===== config.mk =====
export PLATFORM = sky130hd
export DESIGN_NAME = cpu_clk_ctrl
export DESIGN_NICKNAME = d
export VERILOG_FILES = /design/src/rtl/cpu_clk_pkg.sv /design/src/rtl/btn_debounce.sv /design/src/rtl/cpu_clk_ctrl.sv
export SDC_FILE = /design/constraint.sdc
export NUM_CORES = 1
export LEC_CHECK = 0
export BUFFER_PORTS_ARGS = -buffer_cell sky130_fd_sc_hd__buf_4
export CAP_MARGIN = 5
export CORE_AREA = 4 4 69 71
export CTS_BUF_LIST = sky130_fd_sc_hd__clkbuf_8 sky130_fd_sc_hd__clkbuf_16
export DETAILED_ROUTE_END_ITERATION = 10
export DIE_AREA = 0 0 73 75
export PLACE_DENSITY = 0.74
export SLEW_MARGIN = 40
export SYNTH_ARGS = -nofsm -noshare
export SYNTH_HDL_FRONTEND = slang
export SYNTH_SLANG_ARGS = --single-unit
export TNS_END_PERCENT = 1

===== constraint.sdc =====
create_clock -name clk -period 2.2 [get_ports clk]
set_input_delay 0.22 -clock clk [delete_from_list [all_inputs] [get_ports clk]]
set_output_delay 0.22 -clock clk [all_outputs]
set_load 0.005 [all_outputs]

===== src/rtl/cpu_clk_pkg.sv =====
// Shared constants and types for the CPU clock-enable controller.
//   state_t         : FSM encoding, also driven to the board LEDs
//   CLK_HZ          : system clock frequency
//   DEBOUNCE_CYCLES_DEF : 20 ms of stable samples at CLK_HZ
//   WARMUP_CYCLES   : cycles after reset before edge/press events are trusted
package cpu_clk_pkg;
  typedef enum logic [1:0] {
    PAUSE   = 2'd0,
    RUN     = 2'd1,
    STOPPED = 2'd2
  } state_t;

  localparam int CLK_HZ              = 50_000_000;
  localparam int DEBOUNCE_CYCLES_DEF = 1_000_000;
  localparam int WARMUP_CYCLES       = 3;
endpackage


===== src/rtl/btn_debounce.sv =====
// Counter-based debouncer for an already synchronized button level.
//   clk     : system clock
//   reset   : synchronous, active-low
//   btn_s   : synchronized raw button level
//   level   : debounced level
//   press   : one-cycle pulse on a debounced 0->1 transition
module btn_debounce #(
  parameter int DEBOUNCE_CYCLES = 1_000_000,
  parameter int DB_CNT_W        = 20
) (
  input  logic clk,
  input  logic reset,
  input  logic btn_s,
  output logic level,
  output logic press
);
  localparam logic [DB_CNT_W-1:0] CNT_MAX = DB_CNT_W'(DEBOUNCE_CYCLES - 1);

  logic [DB_CNT_W-1:0] cnt;

  // A new level is accepted after DEBOUNCE_CYCLES consecutive samples that
  // differ from the current level (counter values 0..CNT_MAX).
  always_ff @(posedge clk) begin
    if (!reset) begin
      cnt   <= '0;
      level <= 1'b0;
      press <= 1'b0;
    end else begin
      press <= 1'b0;
      if (btn_s == level) begin
        cnt <= '0;
      end else if (cnt == CNT_MAX) begin
        level <= btn_s;
        press <= btn_s;
        cnt   <= '0;
      end else begin
        cnt <= cnt + DB_CNT_W'(1);
      end
    end
  end
endmodule


===== src/rtl/cpu_clk_ctrl.sv =====
// Turns the divided slow_clk level into single-cycle CPU clock enables,
// with a paused single-step mode and a sticky halt.
//   clk        : 50 MHz system clock, sole clock
//   reset      : synchronous, active-low
//   slow_clk   : divider output level, treated as asynchronous data
//   run_mode   : 1 = free-run, 0 = paused / single-step
//   step_btn   : raw bouncy push-button, active high
//   halt_req   : CPU halt request, synchronous to clk
//   cpu_ce     : one-cycle CPU clock enable
//   step_count : cpu_ce pulses issued since reset (wraps)
//   halted     : high while STOPPED
//   state_o    : current FSM state for LEDs
module cpu_clk_ctrl
  import cpu_clk_pkg::*;
#(
  parameter int DEBOUNCE_CYCLES = DEBOUNCE_CYCLES_DEF,
  parameter int DB_CNT_W        = 20,
  parameter int STEP_CNT_W      = 16
) (
  input  logic                  clk,
  input  logic                  reset,
  input  logic                  slow_clk,
  input  logic                  run_mode,
  input  logic                  step_btn,
  input  logic                  halt_req,
  output logic                  cpu_ce,
  output logic [STEP_CNT_W-1:0] step_count,
  output logic                  halted,
  output logic [1:0]            state_o
);
  logic slow_q1, slow_s, slow_s_d, slow_rise;
  logic run_q1, run_s;
  logic btn_q1, btn_s;
  logic [1:0] warm;
  logic warm_done;
  logic db_level, db_press, press;
  state_t state, state_nxt;
  logic fire;

  assign warm_done = (warm == 2'(WARMUP_CYCLES));

  always_ff @(posedge clk) begin
    if (!reset) begin
      slow_q1   <= 1'b0;
      slow_s    <= 1'b0;
      slow_s_d  <= 1'b0;
      slow_rise <= 1'b0;
      run_q1    <= 1'b0;
      run_s     <= 1'b0;
      btn_q1    <= 1'b0;
      btn_s     <= 1'b0;
      warm      <= 2'd0;
    end else begin
      slow_q1   <= slow_clk;
      slow_s    <= slow_q1;
      slow_s_d  <= slow_s;
      // Registered edge; gated until the synchronizers have filled so a
      // level held through reset does not look like a fresh edge.
      slow_rise <= slow_s & ~slow_s_d & warm_done;
      run_q1    <= run_mode;
      run_s     <= run_q1;
      btn_q1    <= step_btn;
      btn_s     <= btn_q1;
      if (!warm_done) warm <= warm + 2'd1;
    end
  end

  btn_debounce #(
    .DEBOUNCE_CYCLES (DEBOUNCE_CYCLES),
    .DB_CNT_W        (DB_CNT_W)
  ) u_db (
    .clk   (clk),
    .reset (reset),
    .btn_s (btn_s),
    .level (db_level),
    .press (db_press)
  );

  assign press = db_press & warm_done;

  always_comb begin
    state_nxt = state;
    fire      = 1'b0;
    case (state)
      RUN: begin
        fire = slow_rise;
        if (!run_s) state_nxt = PAUSE;
      end
      STOPPED: begin
        fire = 1'b0;
      end
      default: begin  // PAUSE and the unused encoding
        fire = press;
        if (run_s) state_nxt = RUN;
      end
    endcase
    if (halt_req) begin
      fire      = 1'b0;
      state_nxt = STOPPED;
    end
    // Back-to-back enables are impossible from a single source; this covers
    // a press immediately followed by a slow edge across a mode change.
    if (cpu_ce) fire = 1'b0;
  end

  always_ff @(posedge clk) begin
    if (!reset) begin
      state      <= PAUSE;
      cpu_ce     <= 1'b0;
      step_count <= '0;
    end else begin
      state  <= state_nxt;
      cpu_ce <= fire;
      if (fire) step_count <= step_count + STEP_CNT_W'(1);
    end
  end

  assign halted  = (state == STOPPED);
  assign state_o = state;
endmodule


* Word level (Yosys, flattened, before mapping)
Index checks and enable logic that the tools add are counted.
** Cells by class
- Multiplexer cells :: 7
- Reduce and logical (&&, ||, !) cells :: 8
- Equal/unequal tests :: 8
- Add/subtract/negate cells :: 3
- Bitwise operators :: 8
** Operators by type and width (number)
- 20-bit by 1-bit adder with 20-bit output (second input constant) :: 1
- 20-bit equality test (second input constant) :: 1
- 16-bit by 1-bit adder with 16-bit output (second input constant) :: 1
- 2-bit two-way mux :: 3
- 3-bit AND reduction :: 2
- 3-bit OR reduction :: 2
- 1-bit inverter :: 5
- 2-bit equality test (second input constant) :: 2
- 2-bit != test (second input constant) :: 2
- 2-bit case mux with 2 select lines :: 1
- 1-bit AND :: 3
- 3-bit != test (second input constant) :: 1
- 3-bit nonzero test :: 1
- 2-bit by 1-bit adder with 2-bit output (second input constant) :: 1
- 2-bit by 1-bit equality test with 1-bit output (second input constant) :: 1
- 1-bit two-way mux :: 2
- 1-bit case mux with 2 select lines :: 1
- 2-bit AND reduction :: 1
- 2-bit nonzero test :: 1
- 2-bit OR reduction :: 1
- 1-bit equality test :: 1
** Word-level totals
- Register bits after elaboration :: 51
- Output and inout bits :: 20
- Word-level logic and storage cells :: 50
- Input port bits :: 6

* Depth between registers and ports, before layout
- Depth after elaboration :: 5
- Depth in mapped cells :: 7
- Depth with buffers taken out :: 6

* Modules after synthesis
Synthesis repeated with hierarchy kept, for this count alone.
** Second synthesis, totals
- Cell total of the unflattened synthesis :: 244
- Area total of the unflattened synthesis :: 2272.2 um2
** Modules (own cells, without submodules)
- cpu_clk_ctrl :: cells an instance 133, sequential area each 580.6 um2, times used 1, area an instance 1248.7 um2
- btn_debounce :: cells an instance 111, sequential area each 440.4 um2, times used 1, area an instance 1023.5 um2

* Worst setup path before layout
Ideal clock, no wire load.
- Path type :: register to register
- Start point :: register state[0] (netlist: state_o[0])
- End point :: register step_count[10]
- Setup slack :: 0.180 ns
- Stages on the path, launching flop included :: 7
- Path buffers :: 0
- Arrival :: 1.949 ns
- Clock period less this slack :: 2.020 ns
- Required time :: 2.130 ns
- Setup time :: 0.070 ns
- Cell sequence :: dfxtp_1 inv_1 ha_1 nand3b_1 a211o_1 or4b_2 a21oi_1
** On the way
- Longest elaborated chain between the ends :: 4
- Elaborated cells between the ends (all ways) :: 5
- Classes of those cells :: eq/ne: 2; mux: 3
** Ends and longest elaborated chain
- from (decl) :: line cpu_clk_ctrl.sv:37 : state_t state, state_nxt;
- from (signal assigned) :: line cpu_clk_ctrl.sv:112 : state <= state_nxt;
- 2-bit equality test / 2-bit by 1-bit equality test with 1-bit output (equally long branches) :: line cpu_clk_ctrl.sv:84 : case (state)
- 1-bit case mux with 2 select lines (*) :: line cpu_clk_ctrl.sv:84
- 1-bit two-way mux (*) :: line cpu_clk_ctrl.sv:97 : if (halt_req) begin
- 1-bit two-way mux (*) :: line cpu_clk_ctrl.sv:103 : if (cpu_ce) fire = 1'b0;
- to (signal assigned) :: line cpu_clk_ctrl.sv:114 : if (fire) step_count <= step_count + STEP_CNT_W'(1);
- to (decl) :: line cpu_clk_ctrl.sv:27 : output logic [STEP_CNT_W-1:0] step_count,
Every way passes the cells marked *; elsewhere a longest branch is shown, timed or not.
A chain may end at the register's enable or synchronous reset.

* Worst setup path after layout
Ends and elaborated chain as after synthesis.

==> reports/metrics.cfg <==
[critical_path]
worstPathRequired_ns=2.43
crit_path_end_kind=flop
cp-start-kind=flop
cp-startpoint=state_o[0]$_SDFFE_PP0P_
rr_startpoint=state_o[0]$_SDFFE_PP0P_
critPathArrivalTime_ns=2.29
critical_path.max_fanout=4
path_class=flop to flop

[cts]
cts-root-buf=clkbuf_8
cts_buffers=5
cts_hold_buf=0
cts_resized=0
ctsHtreeMaxLevel=2
cts_tree=yes
cts.sinks=51
postCtsSetupRepairBufs=0
clkTransAtPathRegs_ns=0.10
clk_latency_ns=0.30
clock_path_buffers=2

[yosys]
avgSynthCellArea_um2=8.91
ys_seq_area_frac=0.462
synth_top_family_by_area=simple AND/OR/NAND/NOR gates
synthDistinctLibCells=33
ys.warnings.count=0
synth_simple_gate_area_frac=0.263
ys_seq_elements=51
synth_edf_count=0
ys.flop_type=dfxtp_1
synth_nets=259
synth_compound_area_frac=0.134
muxShareOfSynthArea=0.0136
synth_area_um2=2210
synthAdderAreaFrac=0.0283
async_reset_ff_frac=0
synth_xor_area_frac=0.0634
synth_cells=248

[timing]
finalSetupViolations=0
final.setup.tns_ns=0
worst_pin_slew_ns=0.677
final_max_slew_viol_count=0
grt_setup_unrepaired=no
fin_crit_ns=2.05
period_share=0.934
maxSlewHeadroom=0.548
fin_skew_ns=0.0114
finalHoldViolations=0
worst_slack_ns=0.145
fmax_ghz=0.487

[floorplanning]
ioPinCount=26
design.core.area_um2=4230
initial_core_util=0.522
die_x_um=73
num_rows=24
dieArea_um2=5480
die_h_um=75

[global_routing]
grt_pass1_vias=1610
grt_overflow_total=0
grt_use_total=0.159
antenna_found_initial=0
grt_pass1_wl_mm=6.90
grt_max_degree=21

[route]
drtIter0Drc=60
wl_per_cell_um=12.6
final_antenna_net_count=0
wl_mm=4.14
drtPass1Iterations=5
vias_per_cell=5.59
drc_errors=0
route.vias.total=1834

[power]
p_leak_nw=0.929
vdd_drop_max_v=0.000376
power.density_nw_per_um2=639

[worst_hold_path]
hp-class=primary input to flop
holdCritStartpoint=halt_req

[place]
placed_cell_area_um2=2460
globalplace.congestion=0.746
io_buffers=25
place_ws_ns=0.147
hpwlAfterDp_mm=3.01

[final_layout]
fin_area_um2=2570
diodes=0
nNetsFinal=287
ff_latch_area_um2=1020
nFillCells=376
multiInputGateArea_um2=1110
syn_to_final_growth_pct=16.2
drive_above_1_share=0.149

[job]
cap_violations=0

[status]
status=finished, final reports clean

[worst max-delay path, cell delays in order (launching register included)]
cell and delay (ns):
dfxtp_1 0.34, inv_1 0.04, ha_1 0.32, nand3b_1 0.20, a211o_1 0.33, or4b_2 0.61, a21oi_1 0.16
[path summary, 6_finish.rpt]
check	cells past startpoint	slack, ns	endpoint
max reg2reg	6	0.15	step_count[10]$_SDFFE_PN0P_
max	6	0.15	step_count[10]$_SDFFE_PN0P_
min	2	0.11	state_o[0]$_SDFFE_PP0P_
min reg2reg	1	0.44	run_s$_SDFF_PN0_
[metrics by stage]
step,std cells,util,power [W],hold slack [ns]
detailed placement,321,0.582,0.00104,0.424
global route,328,0.607,0.00170,0.100
CTS,328,0.607,0.00166,0.0995
finish,328,0.607,0.00164,0.110
global placement,321,0.582,0.00103,0.413
floorplan,248,-,0.00101,0.298
[registers in the layout, indices dropped and copies added (netlist names)]
name	cells
btn_s	1
btn_q1	1
cpu_ce	1
u_db.level	1
state_o	2
warm	2
u_db.press	1
u_db.cnt	20
slow_rise	1
slow_q1	1
slow_s	1
run_q1	1
step_count	16
run_s	1
slow_s_d	1
[power by group]
part           switching, W  internal [W]
registers        0.00000899      0.000939
logic             0.0000339     0.0000317
clock network      0.000295      0.000332
total              0.000338       0.00130
[logic make-up after synthesis]
kind of cell               count (synthesis)
AOI/OAI and AO/OA                         51
xor gates and xnor gates                  16
adders and majority gates                  5
buffers and inverters                     19
DFF                                       51
muxes                                      3
and+or+nand+nor                          103
[cell usage after synthesis, drive strengths merged, types with 9 or more instances]
cell type,count,share of area
nand2,12,0.020
nor2,22,0.037
o21ai,15,0.034
or3,9,0.025
inv,9,0.015
and2,12,0.034
or4,10,0.034
a21oi,22,0.050
dfxtp,51,0.46
xor2,10,0.040
nand3,13,0.029
[cell usage in the layout (no fill, tap or decap), types with 2 or more instances in the layout]
cell type,count
nand4_1,8
ha_1,5
o21ai_0,15
nor2_1,22
and2_1,12
a21oi_1,22
a211oi_1,2
buf_4,31
clkbuf_8,5
dfxtp_1,51
xor2_1,10
o31ai_1,8
and4_1,3
nand3_1,13
o211ai_1,2
nand2_1,12
or4_1,10
nand3b_1,2
and3b_1,2
mux2i_1,3
inv_1,9
xnor2_1,6
or3_1,9
and3_1,4
[area by class of cell]
type                            count  share of cell area
Tap cell                           52              0.0253
Clock buffer                        5              0.0268
Clock inverter                      2              0.0146
Sequential cell                    51               0.397
Timing Repair Buffer               31              0.0906
Inverter                            9              0.0132
Multi-Input combinational cell    178               0.432
[metal layers]
layer | part of all wire | routed length [um] | GRT usage | vias up
li1 | - | - | - | 930
met4 | 0.015 | 63 | 0.0717 | 0
met2 | 0.48 | 1990 | 0.266 | 30
met3 | 0.042 | 172 | 0.0414 | 6
met1 | 0.46 | 1910 | 0.193 | 868
met5 | 0 | 0 | 0 | -
Power figures use the tool's default switching activity.
